File: config.mk
export PLATFORM = sky130hd
export DESIGN_NAME = mux_2x1_arbiter_flat
export DESIGN_NICKNAME = d
export VERILOG_FILES = /design/src/rtl/mux_2x1_arbiter_pkg.sv /design/src/rtl/mux_2x1_arbiter_if.sv /design/src/rtl/mux_2x1_bus.sv /design/src/rtl/mux_2x1_arbiter.sv /design/src/flat_wrapper.sv
export SDC_FILE = /design/constraint.sdc
export NUM_CORES = 1
export LEC_CHECK = 0
export BUFFER_PORTS_ARGS = -buffer_cell sky130_fd_sc_hd__buf_2
export CELL_PAD_IN_SITES_DETAIL_PLACEMENT = 0
export CELL_PAD_IN_SITES_GLOBAL_PLACEMENT = 1
export CORE_AREA = 2 2 39 41
export CTS_CLUSTER_DIAMETER = 80
export CTS_CLUSTER_SIZE = 10
export DETAILED_ROUTE_END_ITERATION = 6
export DIE_AREA = 0 0 41 43
export HOLD_SLACK_MARGIN = 0.1
export PLACE_DENSITY = 0.5
export SLEW_MARGIN = 5
export SYNTH_ARGS = -nofsm -noshare
export SYNTH_HDL_FRONTEND = slang
export SYNTH_SLANG_ARGS = --single-unit
File: constraint.sdc
create_clock -name clk -period 2.8 [get_ports clk]
set_input_delay 0.42 -clock clk [delete_from_list [all_inputs] [get_ports clk]]
set_output_delay 0.42 -clock clk [all_outputs]
set_load 0.01 [all_outputs]
File: src/rtl/mux_2x1_arbiter_pkg.sv
// rtl/mux_2x1_arbiter_pkg.sv - shared types and constants for the 2:1 mux arbiter
package mux_arb_pkg;

   typedef enum logic [1:0] {
      IDLE  = 2'd0,
      GNT_A = 2'd1,
      GNT_B = 2'd2
   } state_t;

   localparam logic SEL_A = 1'b0;
   localparam logic SEL_B = 1'b1;

   localparam int HOLD_W = 8;

endpackage

File: src/rtl/mux_2x1_arbiter_if.sv
// rtl/mux_2x1_arbiter_if.sv - requester/downstream bundle of the 2:1 mux arbiter
interface mux_2x1_arbiter_if #(
   parameter int WIDTH = 1
) ();

   logic             req_a;
   logic [WIDTH-1:0] a;
   logic             req_b;
   logic [WIDTH-1:0] b;
   logic             out_ready;
   logic             gnt_a;
   logic             gnt_b;
   logic             select;
   logic [WIDTH-1:0] out;
   logic             out_valid;

   modport master (
      output req_a, a, req_b, b, out_ready,
      input  gnt_a, gnt_b, select, out, out_valid
   );

   modport slave (
      input  req_a, a, req_b, b, out_ready,
      output gnt_a, gnt_b, select, out, out_valid
   );

endinterface

File: src/rtl/mux_2x1_bus.sv
// rtl/mux_2x1_bus.sv - WIDTH-wide combinational 2:1 data mux
module mux_2x1_bus #(
   parameter int WIDTH = 1
) (
   input  logic             select,
   input  logic [WIDTH-1:0] a,
   input  logic [WIDTH-1:0] b,
   output logic [WIDTH-1:0] out
);

   assign out = select ? b : a;

endmodule

File: src/rtl/mux_2x1_arbiter.sv
// rtl/mux_2x1_arbiter.sv - round-robin owner of a shared 2:1 mux select
// Optional per-grant beat cap compiled in with MUX_ARB_HOLD_LIMIT_EN.
module mux_2x1_arbiter
   import mux_arb_pkg::*;
#(
   parameter int WIDTH    = 1,
   parameter int MAX_HOLD = 4
) (
   input  logic               clk,
   input  logic               rst_n,
   mux_2x1_arbiter_if.slave   bus
);

   if (MAX_HOLD < 1 || MAX_HOLD > 255) begin : g_max_hold_range
      $error("MAX_HOLD must be within 1..255");
   end

   state_t state, state_nxt;
   logic   last_b, last_b_nxt;
   logic   select_q, select_nxt;
   logic   hold_hit;

   assign bus.gnt_a     = (state == GNT_A);
   assign bus.gnt_b     = (state == GNT_B);
   assign bus.select    = select_q;
   assign bus.out_valid = (bus.gnt_a & bus.req_a) | (bus.gnt_b & bus.req_b);

`ifdef MUX_ARB_HOLD_LIMIT_EN
   logic [HOLD_W-1:0] hold_cnt, hold_cnt_nxt;
   logic              beat;

   assign beat     = bus.out_valid & bus.out_ready;
   assign hold_hit = (hold_cnt == HOLD_W'(MAX_HOLD));

   // A grant change or a limit hit with nobody waiting starts a fresh window.
   always_comb begin
      hold_cnt_nxt = hold_cnt;
      if (state == IDLE || state_nxt != state || hold_hit) begin
         hold_cnt_nxt = '0;
      end else if (beat) begin
         hold_cnt_nxt = hold_cnt + HOLD_W'(1);
      end
   end

   always_ff @(posedge clk) begin
      if (!rst_n) begin
         hold_cnt <= '0;
      end else begin
         hold_cnt <= hold_cnt_nxt;
      end
   end
`else
   assign hold_hit = 1'b0;
`endif

   always_comb begin
      state_nxt  = state;
      last_b_nxt = last_b;
      select_nxt = select_q;
      case (state)
         IDLE: begin
            if (bus.req_a && bus.req_b) begin
               state_nxt = last_b ? GNT_A : GNT_B;
            end else if (bus.req_a) begin
               state_nxt = GNT_A;
            end else if (bus.req_b) begin
               state_nxt = GNT_B;
            end
         end
         GNT_A: begin
            if (!bus.req_a || (hold_hit && bus.req_b)) begin
               state_nxt = bus.req_b ? GNT_B : IDLE;
            end
         end
         GNT_B: begin
            if (!bus.req_b || (hold_hit && bus.req_a)) begin
               state_nxt = bus.req_a ? GNT_A : IDLE;
            end
         end
         default: state_nxt = IDLE;
      endcase

      // Select and round-robin history only move when a grant is issued.
      if (state_nxt == GNT_A) begin
         last_b_nxt = 1'b0;
         select_nxt = SEL_A;
      end else if (state_nxt == GNT_B) begin
         last_b_nxt = 1'b1;
         select_nxt = SEL_B;
      end
   end

   always_ff @(posedge clk) begin
      if (!rst_n) begin
         state    <= IDLE;
         last_b   <= 1'b1;
         select_q <= SEL_A;
      end else begin
         state    <= state_nxt;
         last_b   <= last_b_nxt;
         select_q <= select_nxt;
      end
   end

   mux_2x1_bus #(
      .WIDTH (WIDTH)
   ) u_bus (
      .select (select_q),
      .a      (bus.a),
      .b      (bus.b),
      .out    (bus.out)
   );

endmodule
File: src/flat_wrapper.sv
// flat-port wrapper written by rule: the top's interface ports become plain ports
module mux_2x1_arbiter_flat import mux_arb_pkg::*;
#(
   parameter int WIDTH    = 1,
   parameter int MAX_HOLD = 4
)
  (clk, rst_n, bus_req_a, bus_a, bus_req_b, bus_b, bus_out_ready, bus_gnt_a, bus_gnt_b, bus_select, bus_out, bus_out_valid);
  mux_2x1_arbiter_if #(.WIDTH(WIDTH)) bus_i ();
  input  logic clk;
  input  logic rst_n;
  input wire logic [$bits(bus_i.req_a)-1:0] bus_req_a;
  input wire logic [$bits(bus_i.a)-1:0] bus_a;
  input wire logic [$bits(bus_i.req_b)-1:0] bus_req_b;
  input wire logic [$bits(bus_i.b)-1:0] bus_b;
  input wire logic [$bits(bus_i.out_ready)-1:0] bus_out_ready;
  output wire logic [$bits(bus_i.gnt_a)-1:0] bus_gnt_a;
  output wire logic [$bits(bus_i.gnt_b)-1:0] bus_gnt_b;
  output wire logic [$bits(bus_i.select)-1:0] bus_select;
  output wire logic [$bits(bus_i.out)-1:0] bus_out;
  output wire logic [$bits(bus_i.out_valid)-1:0] bus_out_valid;
  assign bus_i.req_a = bus_req_a;
  assign bus_i.a = bus_a;
  assign bus_i.req_b = bus_req_b;
  assign bus_i.b = bus_b;
  assign bus_i.out_ready = bus_out_ready;
  assign bus_gnt_a = bus_i.gnt_a;
  assign bus_gnt_b = bus_i.gnt_b;
  assign bus_select = bus_i.select;
  assign bus_out = bus_i.out;
  assign bus_out_valid = bus_i.out_valid;
  mux_2x1_arbiter #(.WIDTH(WIDTH), .MAX_HOLD(MAX_HOLD)) u_core (.clk(clk), .rst_n(rst_n), .bus(bus_i));
endmodule
=== Word level (Yosys, flattened, before mapping) ===
Cells that the tools add are included.

* Flip-flop bits (word level): 4
* Output and inout bits: 5
* Bits of input ports: 7
* Logic and storage cells: 27

* Reductions and logical operators: 4
* Multiplexer cells: 12
* Bitwise gates (word level): 4
* Eq/ne operators: 4

{| class="wikitable"
|+ Operators with widths
! kind !! count
|-
| $mux W2 || 7
|-
| $pmux W2 S3 || 1
|-
| $eq A2 B1 Y1 const B || 2
|-
| $eq A2 B2 Y1 const B || 2
|-
| $mux W1 || 4
|-
| $and A1 B1 Y1 || 2
|-
| $logic_not A2 Y1 || 1
|-
| $reduce_bool A2 Y1 || 1
|-
| $reduce_or A2 Y1 || 1
|-
| $logic_and A1 B1 Y1 || 1
|-
| $not A1 Y1 || 1
|-
| $or A1 B1 Y1 || 1
|}

=== Depth between registers and ports, before layout ===
Gate-level depths: netlist of the first run.

* Depth in word-level cells: 7
* Mapped depth: 7
* Mapped depth without buffers: 7

=== Hierarchy ===
A second synthesis of the first run with hierarchy kept.

* Cell total of the unflattened synthesis: 24
* Area, all modules: 230.2 um2

{| class="wikitable"
|+ By module, submodules not included
! module !! times used !! cells an instance !! area an instance (um2) !! sequential area each (um2)
|-
| mux_2x1_arbiter || 1 || 23 || 215.2 || 80.1
|-
| mux_2x1_bus || 1 || 1 || 15.0 || 0.0
|}

=== Worst setup path before layout of the first run ===
OpenSTA, ideal clock, no wires.

* Path kind: register to register
* Start point: reg u_core.last_b
* End point: reg u_core.last_b
* Cell stages (with the launch flop): 7
* Buffers on the path: 0
* Setup slack: 1.502 ns
* Data required time: 2.685 ns
* Library setup time: 0.115 ns
* Period minus slack after synthesis: 1.298 ns
* Arrival: 1.183 ns
* Cells stage by stage: dfxtp_1 > nor2b_1 > o22ai_1 > and2_1 > ha_1 > mux2i_1 > nand2_1

* Longest elaborated chain between the ends: 5
* Elaborated cells on any way between the ends: 7
* Classes of those cells: eq/ne: 2; mux: 4; reduce/logical: 1

{| class="wikitable"
|+ RTL lines
! what !! line !! source
|-
| from (decl) || mux_2x1_arbiter.sv:19 || <nowiki>logic last_b, last_b_nxt;</nowiki>
|-
| from (signal assigned) || mux_2x1_arbiter.sv:100 || <nowiki>last_b <= last_b_nxt;</nowiki>
|-
| $mux W2 * || mux_2x1_arbiter.sv:63 || <nowiki>state_nxt = last_b ? GNT_A : GNT_B;</nowiki>
|-
| $mux W2 * || mux_2x1_arbiter.sv:62 || <nowiki>if (bus.req_a && bus.req_b) begin</nowiki>
|-
| $pmux W2 S3 * || mux_2x1_arbiter.sv:60 || <nowiki>case (state)</nowiki>
|-
| net u_core.state_nxt[1] || mux_2x1_arbiter.sv:18 || <nowiki>state_t state, state_nxt;</nowiki>
|-
| $eq A2 B1 Y1 / $eq A2 B2 Y1 (equally long branches) || mux_2x1_arbiter.sv:84, mux_2x1_arbiter.sv:87 ||
|-
| $mux W1 / $reduce_bool A2 Y1 (equally long branches) || n/a ||
|}

Mark *: on every way through the listed nets, which the timed path passes. The rest lies on a longest branch.
A chain may end at the register's enable or synchronous reset.

=== Final worst setup path of the first run ===
* Start point: reg u_core.state[0]
* End point: out bus_out_valid

* Longest elaborated chain between the ends: 3
* Elaborated cells on any way between the ends: 5
* Classes of those cells: eq/ne: 2; bitwise: 3

{| class="wikitable"
|+ RTL lines
! what !! line !! source
|-
| from (decl) || mux_2x1_arbiter.sv:18 ||
|-
| from (signal assigned) || mux_2x1_arbiter.sv:99 || <nowiki>state <= state_nxt;</nowiki>
|-
| $eq A2 B1 Y1 / $eq A2 B2 Y1 (equally long branches) || mux_2x1_arbiter.sv:23, mux_2x1_arbiter.sv:24 ||
|-
| $and A1 B1 Y1 || mux_2x1_arbiter.sv:26 || <nowiki>assign bus.out_valid = (bus.gnt_a & bus.req_a) | (bus.gnt_b & bus.req_b);</nowiki>
|-
| $or A1 B1 Y1 * || mux_2x1_arbiter.sv:26 ||
|-
| to (decl) || flat_wrapper.sv:20 || <nowiki>output wire logic [$bits(bus_i.out_valid)-1:0] bus_out_valid;</nowiki>
|}

Mark *: on every way between the ends. The rest lies on a longest branch, timed or not.

==> impl_metrics.yaml, run 1 <==
pwr:
  p_sw_mw: 0.0393
  leakage_nw: 0.176
  p_clk_share_pct: 39.9
  ir_drop_mv: 0.267
  power_mw: 0.168
  p_comb_share_pct: 21.3
  p_int_mw: 0.129
  switching_share_pct: 23.4
  p_seq_share_pct: 38.8
  power_density_mw_per_mm2: 527
clock_network:
  clk_pin_slew_ps: 30
  cts_hold_buf: 0
  post_cts_resized: 0
  numCtsBuffers: 3
  clkLatencyLatePin_ps: 230
  cts_sinks: 4
  cts_tree: "yes"
  h-tree-depth: 1
  clockBufferDepth: 2
  ctsRootBufferMaster: "clkbuf_4"
  cts_setup_buffers: 0
grt:
  gr-usage-all-layers_pct: 7.94
  grt-ovfl-total: 0
  grt_max_degree: 6
  antenna_found_initial: 0
  grt_first_pass_wirelength_um: 876
  first_global_vias: 211
critical_path:
  endpoint_kind: "primary output"
  worstPathArrival_ps: 1150
  path_class: "reg2out"
  worst_setup_path_start_kind: "flop"
  crit_path_start: "u_core.state[0]"
  cp_max_fo: 5
  required_ps: 2380
  regToRegStartpoint: "u_core.last_b"
logic_synthesis:
  synth_top_family_by_area: "simple AND/OR/NAND/NOR gates"
  synthTopCellsByArea: "dfxtp_1 (35%), ha_1 (11%), and2_1 (5.5%), and3_1 (5.5%), o22ai_1 (5.5%)"
  yosysUniqueCellTypes: 15
  synth_fa_ha_area_share_pct: 11.0
  syn_area_per_cell_um2: 9.44
  postSynthCellCount: 24
  yosysSeqAreaShare_pct: 35.4
  synth_top_area_share_pct: 35.4
  syn_nets: 33
  synth-seq-cells: 4
  synth_area_um2: 226
  synth_compound_area_share_pct: 13.8
  synth_xor_area_share_pct: 0
  synth.largest_area_cell: "dfxtp_1"
  synth.area.mux_share_pct: 9.39
  synth-simple-area-share_pct: 28.7
  yosys_warnings: 0
drt:
  drt_first_pass_iters: 2
  wl_met3_um: 65
  vias: 225
  highest_layer: "met3"
  ant_nets: 0
  vias_per_cell: 4.25
  remaining_drc_errors: 0
  wl_per_cell_um: 8.51
  wl_met1_um: 205
  dr_wl_met2_um: 179
  routed_wl_um: 451
  drt_iter0_drc: 8
floorplanning:
  core-area_mm2: 0.00138
  pin_count: 12
  die_w_um: 41
  fp.dieH_um: 43
  start_util_pct: 16.4
  dieArea_mm2: 0.00176
  std_cell_rows: 14
sta:
  post-route-min-period_ps: 1570
  drv_slew: 0
  maxSlewHeadroom_pct: 84.7
  hold_ws_ps: 392
  fin_skew_ps: 1.92
  setup_tns_ps: 0
  fmax_mhz: 637
  worst_pin_slew_ps: 230
  setup_viol: 0
  rsz0062_at_grt: "no"
  final-hold-violation-count: 0
  fin_crit_sh_pct: 56.0
flow_run:
  max_cap_violations: 0
hold_path:
  holdCritPathClass: "in2reg"
  hp-start: "rst_n"
finish:
  syn2layout_area_growth_pct: 40.9
  fin_util_pct: 23.1
  instances_no_fill: 53
  drive_above_1_share_pct: 43.2
  fin_nets: 48
  nFillCells: 165
  multiInputGateArea_um2: 143
  diodes: 0
  regArea_um2: 80.1
placement:
  gp_congestion: 0.600
  io_buffers: 10
  place_inst: 50
outcome:
  status: "finished clean"
## power by group through the flow
stage / Sequential, mW / Clock, mW / Combinational [mW]
3_3_place_gp: 0.0661 / 0 / 0.0363
5_1_grt: 0.0663 / 0.0775 / 0.0415
2_1_floorplan: 0.0658 / 0 / 0.0235
6_report: 0.0653 / 0.0671 / 0.0357
3_5_place_dp: 0.0662 / 0 / 0.0362
4_1_cts: 0.0655 / 0.0716 / 0.0366
## logic make-up (layout without fill, tap and decap cells)
kind of cell | count (synthesis) | after routing
buffers and inverters | 1 | 14
adders and majority gates | 2 | 2
and+or+nand+nor | 11 | 11
muxes | 2 | 2
AOI/OAI and AO/OA | 4 | 4
DFF | 4 | 4
## Yosys cell counts
library cell / count
a22o_1: 1
and2_1: 2
and2b_2: 1
and2b_4: 1
and3_1: 2
dfxtp_1: 4
ha_1: 2
inv_1: 1
mux2_2: 1
mux2i_1: 1
nand2_1: 3
nor2_1: 1
nor2b_1: 1
o211a_1: 1
o22ai_1: 2
## state kept, by name, indices dropped and copies added, names as in the netlist
name,count
u_core.state,2
u_core.bus.select,1
u_core.last_b,1
## critical path: stages, from the launching register on
cell and delay, ps:
dfxtp_1 370, and2b_4 210, a22o_1 210, buf_2 130
## area by class of cell
| class | count | share of cell area [%] |
|---|---|---|
| Timing Repair Buffer | 10 | 15.7 |
| Sequential cell | 4 | 25.1 |
| Inverter | 1 | 1.18 |
| Clock buffer | 3 | 7.06 |
| Tap cell | 16 | 6.27 |
| Multi-Input combinational cell | 19 | 44.7 |
## through the flow
stage | cell area (um^2) | worst slack, ps
3_3_place_gp | 297 | 1280
3_5_place_dp | 297 | 1300
2_1_floorplan | 226 | 1500
6_report | 319 | 1230
5_1_grt | 319 | 1150
4_1_cts | 319 | 1210
## worst paths after layout
kind / slack (ps) / to / cells after the start
max reg2reg: 1420 / u_core.last_b / 6
min reg2reg: 510 / u_core.last_b / 2
max: 1230 / bus_out_valid / 3
min: 390 / u_core.last_b / 2
## placed cells by master (no fill, tap or decap)
cell type	n
buf_2	10
dfxtp_1	4
nand2_1	3
clkbuf_4	3
o22ai_1	2
and2_1	2
and3_1	2
ha_1	2
nor2_1	1
and2b_4	1
nor2b_1	1
and2b_2	1
a22o_1	1
mux2_2	1
inv_1	1
mux2i_1	1
o211a_1	1
## per-layer routing
layer,track usage [%],up-vias
met3,8.38,0
met1,8.71,99
li1,-,113
met5,0,-
met2,9.38,13
met4,4.00,0
Note: power is estimated with default switching activity, not from simulation.
==> run 2, diff against run 1 <==
--- a/config.mk
+++ b/config.mk
@@ -14,7 +14,7 @@
 export DETAILED_ROUTE_END_ITERATION = 6
 export DIE_AREA = 0 0 41 43
 export HOLD_SLACK_MARGIN = 0.1
-export PLACE_DENSITY = 0.5
+export PLACE_DENSITY = 0.51
 export SLEW_MARGIN = 5
 export SYNTH_ARGS = -nofsm -noshare
 export SYNTH_HDL_FRONTEND = slang
==> constraint.sdc (replaced) <==
create_clock -name clk -period 1.3 [get_ports clk]
set_input_delay 0.195 -clock clk [delete_from_list [all_inputs] [get_ports clk]]
set_output_delay 0.195 -clock clk [all_outputs]
set_load 0.01 [all_outputs]
==> run 2 against run 1 <==
Against the previous run: the flow now finishes with violations (setup timing); hold slack lost 240 ps; sequential share of layout area shrank 1.6 points; wire length grew 15%; via count grew 9.8%; flip-flop and latch count is the same; sequential power grew 120%; combinational power grew to 2.7 times the previous value; clock skew shrank 1.5 ps; total power grew 130%; design area grew 13%; global-route usage grew 0.30 points; largest cell class unchanged; largest power group unchanged.
==> impl_metrics.yaml, run 2 (synthesis results as in run 1) <==
outcome:
  status: "finished with violations"
  violations: "setup timing"
finish:
  design_area_um2: 362
  fin_nets: 52
  diodes: 0
  layout_commonest_cell: "buf_2"
  final_cell_mix: "buf_2 (10), dfxtp_2 (4), nand2_1 (3), clkbuf_4 (3)"
  syn2layout_area_growth_pct: 59.7
  largest_register: "u_core.state"
  nFillCells: 155
  largest_reg_flops: 2
  drive_above_1_share_pct: 61.0
  instances_no_fill: 57
  fin_util_pct: 26.1
drt:
  vias_per_cell: 4.33
  drt_first_pass_iters: 2
  drt_iter0_drc: 3
  ant_nets: 0
  vias: 247
  wl_per_cell_um: 9.07
  routed_wl_um: 517
  remaining_drc_errors: 0
sta:
  hold_ws_ps: 149
  setup_tns_ps: -121
  worst_pin_slew_ps: 238
  setup_viol: 2
  maxSlewHeadroom_pct: 84.2
  final-hold-violation-count: 0
  fin_crit_sh_pct: 105
  fmax_mhz: 732
  post-route-min-period_ps: 1370
  fin_ws_ps: -67.0
  rsz0062_at_grt: "yes"
  fin_skew_ps: 0.470
  drv_slew: 0
grt:
  first_global_vias: 267
  gr-usage-all-layers_pct: 8.24
  grt_max_degree: 6
  grt_first_pass_wirelength_um: 890
  antenna_found_initial: 0
  grt-ovfl-total: 0
hold_path:
  hp-start: "rst_n"
  hold_path_end: "u_core.last_b"
  hold_depth: 2
  holdCritPathClass: "in2reg"
clock_network:
  cts_sinks: 4
  ctsRootBufferMaster: "clkbuf_4"
  clkLatencyLatePin_ps: 230
  h-tree-depth: 1
  cts_tree: "yes"
  numCtsBuffers: 3
  clk_pin_slew_ps: 40
  clockBufferDepth: 2
floorplanning:
  die_w_um: 41
  pin_count: 12
  std_cell_rows: 14
  dieArea_mm2: 0.00176
  core-area_mm2: 0.00138
  fp.dieH_um: 43
  start_util_pct: 16.4
placement:
  io_buffers: 10
  place.detailed.hpwl_um: 427
  place_inst: 54
  gp_congestion: 0.592
  post-place-ws_ps: -87.0
  dpl-instance-area_um2: 327
critical_path:
  worstPathArrival_ps: 1170
  worst_setup_path_start_kind: "flop"
  worstReg2RegEnd: "u_core.last_b"
  r2r_cells: 6
  cp_max_fo: 4
  path_class: "reg2out"
  r2r_setup_slack_ps: -50
  endpoint_kind: "primary output"
  regToRegStartpoint: "u_core.state[0]"
  required_ps: 1110
pwr:
  leakage_nw: 0.198
  ir_drop_mv: 0.474
  power_density_mw_per_mm2: 1080
  power_mw: 0.390
flow_run:
  max_cap_violations: 0
## run 2: report_power, final
part	switching [mW]	internal, mW	total, mW
sequential	0.00839	0.135	0.143
combinational	0.0402	0.0563	0.0965
clock	0.0472	0.103	0.150
total	0.0959	0.294	0.390
## run 2: what timing repair did
item                                   CTS  global route
resized for setup                        5             2
pin swaps                                3             0
endpoints found under the hold margin    0             0
hold buffers                             0             0
buffers inserted                         0             0
setup endpoints to repair                2             4
## run 2: metal layers
metal	global-route usage (%)	vias to the layer above	part of all wire (%)	routed length, um
met5	0	-	0	0
met4	7.33	0	0	0
met3	7.85	0	14	73
met2	11.6	13	48	246
met1	6.13	113	38	197
li1	-	121	-	-
## run 2: worst max-delay path by stage
stage,cells past startpoint,from,endpoint,slack [ps]
after global routing,6,u_core.state[0],u_core.last_b,-130
after detailed placement,6,u_core.state[0],u_core.last_b,-90
after CTS,4,u_core.state[1],bus_out_valid,-80
final,4,u_core.state[1],bus_out_valid,-70
after floorplan,6,u_core.last_b,u_core.last_b,2
after global placement,6,u_core.last_b,u_core.last_b,-70
## run 2: layout make-up
cell class	instances	area [um^2]	area share [%]
inverters	1	3.75	1.04
multi-input cells	19	143	39.4
well taps	16	20.0	5.54
flip-flops and latches	4	85.1	23.5
clock buffers	3	22.5	6.23
repair buffers	14	87.6	24.2
## run 2: worst max-delay path: stages, from the launching register on
cell	delay, ps
dfxtp_2	340
buf_6	90
and2b_2	200
a22o_1	170
buf_2	130
==> run 3, diff against run 2 <==
==> constraint.sdc (replaced) <==
create_clock -name clk -period 1.3 [get_ports clk]
set_input_delay 0.195 -clock clk [delete_from_list [all_inputs] [get_ports clk]]
set_output_delay 0.195 -clock clk [all_outputs]
set_load 0.005 [all_outputs]
==> run 3 against run 2 <==
Against the previous run: die area stayed put; fmax about the same; largest power group unchanged; combinational power grew 0.9%; the run still ends with setup timing left; critical path type unchanged; sequential share of layout area fell by 1.1 points; worst setup slack barely moved; hold slack better by 2.1 ps.
==> impl_metrics.yaml, run 3 (synthesis results as in run 1) <==
drt:
  vias_per_cell: 4.29
  routed_wl_um: 536
  drt_iter0_drc: 2
  remaining_drc_errors: 0
  ant_nets: 0
  drt_first_pass_iters: 3
  vias: 249
  wl_per_cell_um: 9.24
critical_path:
  critPathSlowestCell: "dfxtp_2"
  crit_buf_inv: 2
  critPathTopFamily: "flip-flops"
  worst_setup_path_start_kind: "flop"
  required_ps: 1110
  cp_max_fo: 4
  worstPathArrival_ps: 1170
  max_stage_delay_ps: 350
  path_class: "reg2out"
  critical_path.cell_chain: "buf_6 > and2b_2 > a22o_1 > buf_2"
  endpoint_kind: "primary output"
pwr:
  leakage_nw: 0.208
  power_density_mw_per_mm2: 1050
  ir_drop_mv: 0.476
  power_mw: 0.391
floorplanning:
  fp.dieH_um: 43
  core-area_mm2: 0.00138
  std_cell_rows: 14
  pin_count: 12
  dieArea_mm2: 0.00176
  start_util_pct: 16.4
  die_w_um: 41
grt:
  antenna_found_initial: 0
  grt_max_degree: 6
  grt-ovfl-total: 0
  gr-usage-all-layers_pct: 8.24
  grt_first_pass_wirelength_um: 890
  first_global_vias: 267
finish:
  fin_nets: 53
  syn2layout_area_growth_pct: 65.2
  drive_above_1_share_pct: 59.5
  largest_register: "u_core.state"
  layout_commonest_cell: "buf_2"
  final_cell_mix: "buf_2 (10), nand2_1 (3), clkbuf_4 (3), buf_4 (3), dfxtp_2 (3)"
  design_area_um2: 374
  largest_reg_flops: 2
  diodes: 0
clock_network:
  numCtsBuffers: 3
  h-tree-depth: 1
  clkLatencyLatePin_ps: 230
  ctsRootBufferMaster: "clkbuf_4"
  cts_hold_buf: 0
  clockBufferDepth: 2
  cts_tree: "yes"
  cts_sinks: 4
  clk_pin_slew_ps: 40
hold_path:
  holdCritPathClass: "in2reg"
sta:
  setup_viol: 2
  drv_slew: 0
  fmax_mhz: 732
  fin_crit_sh_pct: 105
  worst_pin_slew_ps: 168
  fin_ws_ps: -66.5
  maxSlewHeadroom_pct: 88.8
  rsz0062_at_grt: "yes"
  post-route-min-period_ps: 1370
  final-hold-violation-count: 0
  fin_skew_ps: 0.256
placement:
  dpl-instance-area_um2: 327
  io_buffers: 10
  gp_congestion: 0.592
  place.detailed.hpwl_um: 427
outcome:
  violations: "setup timing"
  status: "finished with violations"
flow_run:
  max_cap_violations: 0
run 3: worst paths after layout:
path | from | end | slack, ps | depth (start not counted)
worst min-delay path | rst_n | u_core.last_b | 150 | 2
worst min register to register | u_core.bus.select | u_core.bus.select | 540 | 1
worst max-delay path | u_core.state[1] | bus_out_valid | -70 | 4
worst max register to register | u_core.last_b | u_core.last_b | -40 | 6
run 3: area by class of cell:
cell class | instances | area, um^2
Inverter | 1 | 3.75
Fill cell | 152 | 1010
Sequential cell | 4 | 83.8
Timing Repair Buffer | 15 | 95.1
Tap cell | 16 | 20.0
Multi-Input combinational cell | 19 | 149
Clock buffer | 3 | 22.5
run 3: per-layer routing:
layer / vias up / track usage, % / wire (um)
met5: - / 0 / 0
met4: 0 / 7.33 / 0
met3: 0 / 7.85 / 67
met2: 11 / 11.6 / 257
met1: 116 / 6.13 / 212
li1: 122 / - / -
run 3: stage by stage:
stage / hold WS [ps] / setup TNS (ps) / instances / util, % / setup WS (ps)
2_1_floorplan: 257 / 0 / 24 / - / 1.55
3_3_place_gp: 394 / -65.7 / 54 / 23.6 / -65.7
3_5_place_dp: 392 / -87.0 / 54 / 23.6 / -87.0
4_1_cts: 143 / -140 / 57 / 26.0 / -71.2
5_1_grt: 144 / -226 / 58 / 27.0 / -125
6_report: 151 / -107 / 58 / 27.0 / -66.5
run 3: worst reg2reg max path: stages (launching register included):
cell and delay, ps:
dfxtp_2 330, nor2b_1 130, o22ai_1 80, and2_1 150
ha_1 290, mux2i_1 180, nand2_1 60
run 3: timing repair:
action	CTS	global route
endpoints found under the setup margin	2	3
buffers inserted	0	1
gates resized for setup	5	1
pin swaps	3	2
run 3: report_power, final:
| group | total [mW] | switching [mW] | internal (mW) |
|---|---|---|---|
| clock | 0.150 | 0.0475 | 0.103 |
| sequential | 0.143 | 0.00920 | 0.134 |
| combinational | 0.0974 | 0.0375 | 0.0600 |
| total | 0.391 | 0.0941 | 0.297 |
